## src/rtl/svc_accum_window.sv

```systemverilog
// Windowed-sum controller: gathers win_len samples into an internal pipelined
// accumulator, waits out its latency, presents the sum, then clears for the next window.

module svc_accumulator #(
  parameter int WIDTH  = 32,
  parameter int STAGES = 4
) (
  input  logic             clk,
  input  logic             rst_n,
  input  logic             en,
  input  logic             clr,
  input  logic [WIDTH-1:0] val,
  output logic [WIDTH-1:0] acc
);

  generate
    if (STAGES == 0) begin : g_direct
      always_ff @(posedge clk) begin
        if (!rst_n || clr) acc <= '0;
        else if (en)       acc <= acc + val;
      end
    end else begin : g_pipe
      localparam int unsigned NS = STAGES;
      logic [NS-1:0]    en_p;
      logic [WIDTH-1:0] val_p [NS];

      // clr flushes in-flight samples too, so an aborted window leaves no residue
      always_ff @(posedge clk) begin
        if (!rst_n || clr) begin
          en_p <= '0;
          acc  <= '0;
        end else begin
          en_p[0] <= en;
          for (int unsigned i = 1; i < NS; i++) en_p[i] <= en_p[i-1];
          if (en_p[NS-1]) acc <= acc + val_p[NS-1];
        end
      end

      always_ff @(posedge clk) begin
        val_p[0] <= val;
        for (int unsigned i = 1; i < NS; i++) val_p[i] <= val_p[i-1];
      end
    end
  endgenerate

endmodule

module svc_accum_window #(
  parameter int WIDTH  = 32,
  parameter int STAGES = 4,
  parameter int LEN_W  = 8
) (
  input  logic             clk,
  input  logic             rst,
  input  logic [LEN_W-1:0] win_len,
  input  logic             abort,
  input  logic             in_valid,
  output logic             in_ready,
  input  logic [WIDTH-1:0] in_data,
  output logic             out_valid,
  input  logic             out_ready,
  output logic [WIDTH-1:0] out_sum,
  output logic [LEN_W-1:0] out_len,
  output logic             busy
);

  localparam int DW = (STAGES > 0) ? $clog2(STAGES + 1) : 1;

  typedef enum logic [1:0] {
    ACCUM = 2'd0,
    DRAIN = 2'd1,
    OUT   = 2'd2
  } state_t;

  state_t           state;
  logic [LEN_W-1:0] count;
  logic [LEN_W-1:0] len_q;
  logic [DW-1:0]    dcnt;

  logic             accept;
  logic             handshake;
  logic             clr;
  logic             last;
  logic [LEN_W-1:0] lat_len;
  logic [LEN_W-1:0] eff_len;
  logic [WIDTH-1:0] acc;

  always_comb begin
    in_ready  = (state == ACCUM) && !abort;
    accept    = in_valid && in_ready;
    handshake = (state == OUT) && out_ready && !abort;
    clr       = abort || handshake;
    lat_len   = (win_len == '0) ? LEN_W'(1) : win_len;
    // first sample of a window compares against the length being latched this cycle
    eff_len   = (count == '0) ? lat_len : len_q;
    last      = (count == eff_len - LEN_W'(1));
  end

  always_ff @(posedge clk) begin
    if (rst) begin
      state <= ACCUM;
      count <= '0;
      dcnt  <= '0;
      len_q <= LEN_W'(1);
    end else if (abort) begin
      state <= ACCUM;
      count <= '0;
      dcnt  <= '0;
    end else begin
      case (state)
        ACCUM: begin
          if (accept) begin
            if (count == '0) len_q <= lat_len;
            if (last) begin
              state <= DRAIN;
              dcnt  <= DW'(STAGES);
            end else begin
              count <= count + LEN_W'(1);
            end
          end
        end
        DRAIN: begin
          if (dcnt == '0) state <= OUT;
          else            dcnt  <= dcnt - DW'(1);
        end
        OUT: begin
          if (out_ready) begin
            state <= ACCUM;
            count <= '0;
          end
        end
        default: state <= ACCUM;
      endcase
    end
  end

  svc_accumulator #(
    .WIDTH (WIDTH),
    .STAGES(STAGES)
  ) u_acc (
    .clk  (clk),
    .rst_n(~rst),
    .en   (accept),
    .clr  (clr),
    .val  (in_data),
    .acc  (acc)
  );

  always_comb begin
    out_valid = (state == OUT);
    out_sum   = out_valid ? acc : '0;
    out_len   = out_valid ? len_q : '0;
    busy      = !((state == ACCUM) && (count == '0));
  end

endmodule

```

## config.mk

```make
export PLATFORM = sky130hd
export DESIGN_NAME = svc_accum_window
export DESIGN_NICKNAME = d
export VERILOG_FILES = /design/src/rtl/svc_accum_window.sv
export SDC_FILE = /design/constraint.sdc
export NUM_CORES = 1
export LEC_CHECK = 0
export BUFFER_PORTS_ARGS = -buffer_cell sky130_fd_sc_hd__buf_2
export CORE_AREA = 2 2 125 127
export DETAILED_ROUTE_END_ITERATION = 12
export DIE_AREA = 0 0 127 129
export PLACE_DENSITY = 0.71
export SETUP_SLACK_MARGIN = 0.02
export SLEW_MARGIN = 25
export SYNTH_ARGS = -nofsm -noshare
export SYNTH_HDL_FRONTEND = slang
export SYNTH_HIERARCHICAL = 1
export SYNTH_SLANG_ARGS = --single-unit
```

## constraint.sdc

```tcl
create_clock -name clk -period 3.1 [get_ports clk]
set_input_delay 0.155 -clock clk [delete_from_list [all_inputs] [get_ports clk]]
set_output_delay 0.155 -clock clk [all_outputs]
set_load 0.02 [all_outputs]
```

* Word level (Yosys, flattened, before mapping)
Memory sizes are Yosys's and may differ from the RTL's. Index checks and enable logic that the tools add are counted.
Cells by class: reduce and logical (&&, ||, !) cells 20, bitwise logic cells 1, equality and inequality tests 9, add/subtract/negate cells 4, mux-type cells 17
Operator list (number):
- 2-to-1 mux 8 bit | 6
- adder 32 bit | 1
- 2-to-1 mux 32 bit | 1
- zero test 8 bit | 2
- case mux 8 bit (2 select lines) | 1
- AND reduction 4 bit | 3
- 2-to-1 mux 3 bit | 3
- adder 8 x 1 -> 8 bit, second input constant | 1
- == test 8 bit | 1
- 2-to-1 mux 2 bit | 4
- inequality test 2 bit, second input constant | 4
- subtractor 8 x 1 -> 8 bit, second input constant | 1
- case mux 2 bit (3 select lines) | 1
- case mux 3 bit (2 select lines) | 1
- logical AND 1 bit | 5
- inequality test 2 x 1 -> 1 bit, second input constant | 2
- nonzero test 2 bit | 2
- zero test 3 bit | 1
- AND reduction 3 bit | 1
- subtractor 3 x 1 -> 3 bit, second input constant | 1
- == test 2 x 1 -> 1 bit, second input constant | 1
- == test 2 bit, second input constant | 1
- zero test 1 bit | 2
- zero test 2 bit | 1
- other kinds (3) | 4
Storage, ports and cells: memories kept 1, output and inout port bits 43, word-level logic and storage cells 58, flip-flop bits (word level) 57, RAM bits 128, input bits 45
Memories:
- u_acc.g_pipe.val_p | words 4, bits a word 32, read ports 4, clocked after Yosys merged registers in 0, wr ports 4, line 25 | logic [WIDTH-1:0] val_p [NS];

* Depth between registers and ports, before layout
Gate-level depths: netlist of run 1.
word-level depth 8, depth in mapped cells 17

* Hierarchy
Netlist of run 1, hierarchy kept.
Modules (own cells, without submodules):
- svc_accumulator | area an instance 5579.1 µm², cells each 503, instances 1
- svc_accum_window | area an instance 1750.4 µm², cells each 235, instances 1

* Worst setup path after synthesis of run 1
OpenSTA, ideal clock, no wires.
kind reg-to-reg, start point register count[0], end point register dcnt[1], stages on the path, launching flop included 17, library setup time 0.121 ns, path buffers 2, clock period less this slack 3.379 ns, path slack -0.279 ns, data arrival time 3.258 ns, data required time 2.979 ns, path through dfxtp_1 > inv_1 > ha_1 > nor4b_4 > and2_1 > buf_4 > buf_4 > mux2i_1 > ha_1 > nor3b_1 > xnor2_1 > nand2_1 > o211ai_1 > or4_4 > or3b_4 > a31oi_1 > nor2_1
Between the ends: word-level cells in the longest chain between the ends 6
Ends and longest elaborated chain:
- start, declared | line 76 | logic [LEN_W-1:0] count;
- start signal, assigned | line 118 | count <= count + LEN_W'(1);
- zero test 8 bit | line 95 | eff_len = (count == '0) ? lat_len : len_q;
- 2-to-1 mux 8 bit
- subtractor 8 x 1 -> 8 bit | line 96 | last = (count == eff_len - LEN_W'(1));
- == test 8 bit (*) | line 96
- inequality test 2 bit (no line) (*)
- AND reduction 4 bit (no line) (*)
- end signal, assigned | line 116 | dcnt <= DW'(STAGES);
- end signal, assigned | line 124 | else dcnt <= dcnt - DW'(1);
- end, declared | line 78 | logic [DW-1:0] dcnt;
Mark *: on every way between the ends. The rest lies on a longest branch, timed or not. A chain may end at the register's enable or synchronous reset.

* Final worst setup path of run 1
Same ends and word-level chain as after synthesis.

==> results of run 1 <==
[cell usage in the layout (no fill, tap or decap), drive strengths merged, types with 4 or more instances in the layout]
cell type / n
nor3: 9
o31ai: 6
clkinv: 4
dlygate4sd3: 32
and2: 44
nand2b: 10
o21ai: 24
clkbuf: 18
nand4: 7
buf: 113
nand2: 47
o21a: 7
or3: 8
nor2b: 5
inv: 29
a21o: 20
nor2: 52
nand3b: 4
and3: 7
dfxtp: 185
o211ai: 10
a21oi: 60
a211oi: 9
xnor2: 20
a31oi: 9
mux2i: 20
ha: 36
nand3: 23
nor4: 6
xor2: 13
bufinv: 4
[layout make-up]
cell class	count	area share, %
clock inverters	14	2.286
clock buffers	18	4.835
multi-input cells	499	38.07
well taps	188	2.590
repair buffers	145	10.47
inverters	23	0.9504
flip-flops and latches	185	40.80
[power breakdown]
part / leakage [nW] / switching, mW / internal, mW
combinational: 2.11 / 0.143 / 0.137
sequential: 1.54 / 0.0325 / 2.47
clock: 0.317 / 0.928 / 1.39
total: 3.96 / 1.10 / 4.00
[stage by stage]
stage / power (mW) / util [%]
after floorplan: 2.703 / -
after global routing: 5.292 / 60.65
after CTS: 5.150 / 60.08
after global placement: 2.786 / 53.62
final: 5.103 / 60.65
after detailed placement: 2.792 / 53.62
[synthesized netlist by cell type (19+ instances only)]
master    count  share of area [%]
dfxtp_1     185                 51
a21oi_1      56                3.8
nor2_1       52                2.7
nand2_1      47                2.4
and2_1       44                3.8
ha_1         36                6.1
nand3_1      23                1.6
inv_1        22                1.1
mux2i_1      20                2.7
xnor2_1      20                2.4
a21o_1       19                1.9
clkbuf_1     19               0.97
[logic make-up after synthesis]
| group | synth area share [%] |
|---|---|
| AO/OA/AOI/OAI | 16.30 |
| flip-flops | 50.53 |
| buffers and inverters | 3.192 |
| adder cells (fa/ha/maj) | 6.419 |
| XOR/XNOR | 3.943 |
| multiplexers | 2.731 |
| AND/OR/NAND/NOR | 16.88 |
[state kept, by name, indices dropped and copies added (netlist names)]
| signal | cells |
|---|---|
| u_acc/acc | 32 |
| len_q | 8 |
| state | 2 |
| u_acc/g_pipe.val_p | 128 |
| u_acc/g_pipe.en_p | 4 |
| count | 8 |
| dcnt | 3 |
[repair_timing]
item / CTS / global route
resized for setup: 0 / 11
hold buffers: 32 / 0
buffers inserted: 0 / 4
endpoints found under the hold margin: 32 / 0
endpoints found under the setup margin: 0 / 12
[metal layers]
metal  vias to the layer above  global-route usage (%)
met3                        14                   4.782
met1                      2536                   24.93
li1                       2867                       -
met2                       144                   32.54
met5                         -                       0
met4                         0                   6.981
[final timing paths]
check	slack, ps	to
worst max register to register	130	dcnt[1]$_SDFFE_PP0P_
worst max-delay path	130	dcnt[1]$_SDFFE_PP0P_
worst min-delay path	30	len_q[7]$_SDFFE_PP0P_
worst min register to register	320	u_acc/g_pipe.val_p[1][27]$_DFF_P_
==> results.py, run 1 <==
metrics = {
    "clocking": {
        "cts_inserted_buffers": 17,
        "clockRootBuffer": "clkbuf_16",
        "ctsLongestPathBuffers": 2,
        "cts_tree": "built",
        "clock_sinks": 185,
        "htree_levels": 4,
        "clock_latency_ps": 440,
        "clk_pin_slew_ps": 70,
    },
    "floorplan": {
        "die_w_um": 127,
        "start_util_pct": 48.94,
        "core_mm2": 0.01498,
        "die_area_mm2": 0.01638,
        "num_io_pins": 88,
        "row_count": 45,
        "die_h_um": 129,
    },
    "sta": {
        "min_period_ps": 2966,
        "rsz0062_at_grt": "true",
        "hold_viol": 0,
        "setup_violations": 0,
        "fmax_ghz": 0.3372,
        "hold_ws_ps": 25.12,
        "slew_headroom_pct": 49.97,
        "maxSlewViolCount": 0,
        "tns_ps": 0,
        "setup_ws_ps": 134.3,
        "period_share_pct": 95.67,
        "fin_skew_ps": 31.88,
        "worst_slew_pin_slew_ps": 749.6,
    },
    "synthesis": {
        "synth_area_mm2": 0.007330,
        "yosysWarnings": 6,
        "synth-seq-cells": 185,
        "async_flop_share_pct": 0,
        "synth-edff-count": 0,
        "avgSynthCellArea_um2": 9.932,
        "syn-num-nets": 820,
        "yosys_most_used_dff": "dfxtp_1",
        "synth_cells": 738,
        "yosysSeqAreaShare_pct": 50.53,
        "synthDistinctLibCells": 70,
    },
    "layout": {
        "ff_latch_area_mm2": 0.003706,
        "final_area_mm2": 0.009084,
        "layout-drive-gt1-share_pct": 20.36,
        "fillCellCount": 1294,
        "layoutNonFillerInstCount": 1072,
        "area_delta_synth_final_pct": 23.93,
        "multiInputGateArea_mm2": 0.003458,
        "diodes": 0,
        "fin_nets": 953,
    },
    "grt": {
        "antenna_found_initial": 0,
        "grt_usage_pct": 19.55,
        "grt_max_degree": 39,
        "grt_pass1_wl_mm": 25.12,
        "grt_pass1_vias": 5297,
        "gr-total-overflow": 0,
    },
    "placement": {
        "gp_congestion": 0.9081,
        "placed_area_mm2": 0.008030,
        "port_buffers": 87,
        "dp_worst_setup_slack_ps": 38.27,
        "post-place-cells": 1004,
        "dp_hpwl_mm": 10.96,
    },
    "critical_path": {
        "worst_setup_path_end_kind": "flop",
        "crit_chain": "inv_2, ha_4, nor4b_4, buf_4, a21oi_1, a21oi_4, inv_2, ha_4, nor3b_4, xnor2_1, nand2_1, o211ai_1, or4_4, or3b_4, a31oi_1, nor2_1",
        "cp_max_fo": 5,
        "reg2reg_depth": 16,
        "cpLargestDelayFamily": "simple AND/OR/NAND/NOR gates",
        "cp.depth": 16,
        "arrival_ps": 3280,
        "required_ps": 3410,
        "reg2reg_from": "count[0]$_SDFFE_PP0P_",
        "path_class": "reg -> reg",
        "crit_slowest_cell": "or4_4",
        "worstSetupStartpointType": "flop",
        "cp-startpoint": "count[0]$_SDFFE_PP0P_",
        "crit_buf_inv": 3,
        "slowest_delay_ps": 450,
    },
    "drt": {
        "final_antenna_net_count": 0,
        "num_vias": 5561,
        "wire_per_inst_um": 14.51,
        "wl_mm": 15.55,
        "via_per_inst": 5.188,
        "wirelength_met1_mm": 7.408,
        "route.top_layer_used": "met4",
        "drc": 0,
        "drt-initial-drc-count": 330,
        "wl_met2_mm": 7.231,
        "dr.pass1.iters": 4,
        "dr_wl_met3_um": 725,
    },
    "worst_hold_path": {
        "whs_path_depth": 2,
        "min_path_type": "in -> reg",
        "worstHoldStart": "rst",
    },
    "power": {
        "cellPowerDensity_mw_per_mm2": 561.8,
        "peakVddDrop_v": 0.0005113,
        "p_leak_nw": 3.963,
    },
    "status": {
        "status": "completed",
    },
    "run": {
        "maxCapViolations": 0,
    },
}
(Power assumes the default switching activity.)
==> inputs of run 2 (changes only) <==
--- a/config.mk
+++ b/config.mk
@@ -6,10 +6,12 @@
 export NUM_CORES = 1
 export LEC_CHECK = 0
 export BUFFER_PORTS_ARGS = -buffer_cell sky130_fd_sc_hd__buf_2
-export CORE_AREA = 2 2 125 127
+export CELL_PAD_IN_SITES_DETAIL_PLACEMENT = 1
+export CELL_PAD_IN_SITES_GLOBAL_PLACEMENT = 1
+export CORE_AREA = 2 2 139 141
 export DETAILED_ROUTE_END_ITERATION = 12
-export DIE_AREA = 0 0 127 129
-export PLACE_DENSITY = 0.71
+export DIE_AREA = 0 0 141 143
+export PLACE_DENSITY_LB_ADDON = 0.1
 export SETUP_SLACK_MARGIN = 0.02
 export SLEW_MARGIN = 25
 export SYNTH_ARGS = -nofsm -noshare
==> results.py, run 2 (synthesis results as in run 1) <==
metrics = {
    "status": {
        "status": "completed",
    },
    "sta": {
        "hold_ws_ps": 38.89,
        "maxSlewViolCount": 0,
        "hold_viol": 0,
        "fin_skew_ps": 16.78,
        "period_share_pct": 98.94,
        "rsz0062_at_grt": "true",
        "fmax_ghz": 0.3260,
        "min_period_ps": 3067,
        "tns_ps": 0,
        "slew_headroom_pct": 52.71,
        "setup_ws_ps": 32.75,
        "setup_violations": 0,
        "worst_slew_pin_slew_ps": 709.4,
    },
    "drt": {
        "drc": 0,
        "final_antenna_net_count": 0,
        "num_vias": 5839,
        "via_per_inst": 5.213,
        "wl_mm": 19.33,
        "drt-initial-drc-count": 161,
        "wire_per_inst_um": 17.26,
        "dr.pass1.iters": 4,
    },
    "clocking": {
        "cts_tree": "built",
        "ctsLongestPathBuffers": 2,
        "clock_sinks": 185,
        "cts_inserted_buffers": 17,
        "clk_pin_slew_ps": 80,
        "clock_latency_ps": 430,
        "clockRootBuffer": "clkbuf_16",
        "htree_levels": 4,
    },
    "floorplan": {
        "num_io_pins": 88,
        "start_util_pct": 39.45,
        "row_count": 50,
        "die_w_um": 141,
        "die_area_mm2": 0.02016,
        "die_h_um": 143,
        "core_mm2": 0.01858,
    },
    "placement": {
        "dp_hpwl_mm": 13.74,
        "dp_worst_setup_slack_ps": -104.0,
        "port_buffers": 87,
        "gp_congestion": 0.8415,
    },
    "power": {
        "internal_power_mw": 3.858,
        "power_frac_clock_pct": 45.1,
        "power_switching_mw": 1.242,
        "seqPwrFrac_pct": 49.1,
        "cellPowerDensity_mw_per_mm2": 552.6,
        "swShare_pct": 24.36,
        "p_leak_nw": 3.988,
        "peakVddDrop_v": 0.0004074,
        "combPwrFrac_pct": 5.8,
    },
    "grt": {
        "antenna_found_initial": 0,
        "gr-total-overflow": 0,
        "grt_max_degree": 39,
        "grt_pass1_vias": 6197,
        "grt_pass1_wl_mm": 31.24,
        "grt_usage_pct": 19.69,
    },
    "layout": {
        "largest_register": "u_acc/g_pipe.val_p",
        "fin_util_pct": 49.68,
        "mostFrequentLayoutCell": "dfxtp_1",
        "layout-drive-gt1-share_pct": 21.33,
        "area_delta_synth_final_pct": 25.93,
        "largestRegisters": "u_acc/g_pipe.val_p x128, u_acc/acc x32",
        "final_cell_mix": "dfxtp_1, buf_2, a21oi_1",
        "fin_nets": 955,
        "largest_reg_flops": 128,
        "diodes": 0,
    },
    "critical_path": {
        "worstSetupStartpointType": "flop",
        "rrSetupSlack_ps": 30,
        "required_ps": 3420,
        "worst_setup_path_end_kind": "flop",
        "reg2reg_depth": 13,
        "cp_max_fo": 4,
        "path_class": "reg -> reg",
        "arrival_ps": 3390,
    },
    "worst_hold_path": {
        "whs_path_depth": 3,
        "min_path_type": "in -> reg",
    },
    "run": {
        "maxCapViolations": 0,
    },
}
-- run 2: timing repair --
item / CTS / global route
hold buffers: 32 / 0
pin swaps: 1 / 11
buffers inserted: 2 / 3
endpoints found under the setup margin: 11 / 13
gates resized for setup: 3 / 16
cloned: 0 / 1
hold endpoints to repair: 32 / 0
-- run 2: layout make-up --
type,instances,area (um2)
Fill cell,2084,9350
Clock buffer,17,425.4
Sequential cell,185,3706
Timing Repair Buffer,147,996.0
Clock inverter,15,221.5
Inverter,23,86.33
Tap cell,234,292.8
Multi-Input combinational cell,499,3502
-- run 2: worst paths after layout --
path                                     startpoint                                end
setup / recovery              count[0]$_SDFFE_PP0P_               dcnt[1]$_SDFFE_PP0P_
hold / removal                           win_len[6]              len_q[6]$_SDFFE_PP0P_
setup reg to reg              count[0]$_SDFFE_PP0P_               dcnt[1]$_SDFFE_PP0P_
hold reg to reg   u_acc/g_pipe.val_p[0][17]$_DFF_P_  u_acc/g_pipe.val_p[1][17]$_DFF_P_
-- run 2: layer usage --
metal | global-route usage, % | up-vias | wire (um)
li1 | - | 2870 | -
met2 | 35.92 | 101 | 10140
met4 | 8.211 | 0 | 430
met3 | 3.521 | 32 | 513
met5 | 0 | - | 0
met1 | 22.78 | 2836 | 8243
-- run 2: power by group through the flow --
stage	Sequential [mW]	Clock (mW)	Combinational, mW
3_5_place_dp	2.56	0	0.244
5_1_grt	2.51	2.48	0.322
2_1_floorplan	2.54	0	0.158
6_report	2.50	2.30	0.294
4_1_cts	2.51	2.39	0.282
3_3_place_gp	2.56	0	0.238
-- run 2: stage by stage --
stage / instance area, um2 / std cells / power [mW]
3_3_place_gp: 8100 / 1050 / 2.794
4_1_cts: 9095 / 1116 / 5.177
2_1_floorplan: 7351 / 738 / 2.703
3_5_place_dp: 8100 / 1050 / 2.805
5_1_grt: 9230 / 1120 / 5.317
6_report: 9230 / 1120 / 5.101
-- run 2: critical path: stages, from the launching register on --
cell and delay, ps:
dfxtp_2 330, inv_2 70, ha_4 130, nor4b_4 220
and2_4 210, mux2i_4 240, ha_2 220, buf_4 120
xor2_1 180, xnor2_1 100, or4_4 530, or3b_4 430
a31oi_4 140, nor2_1 50
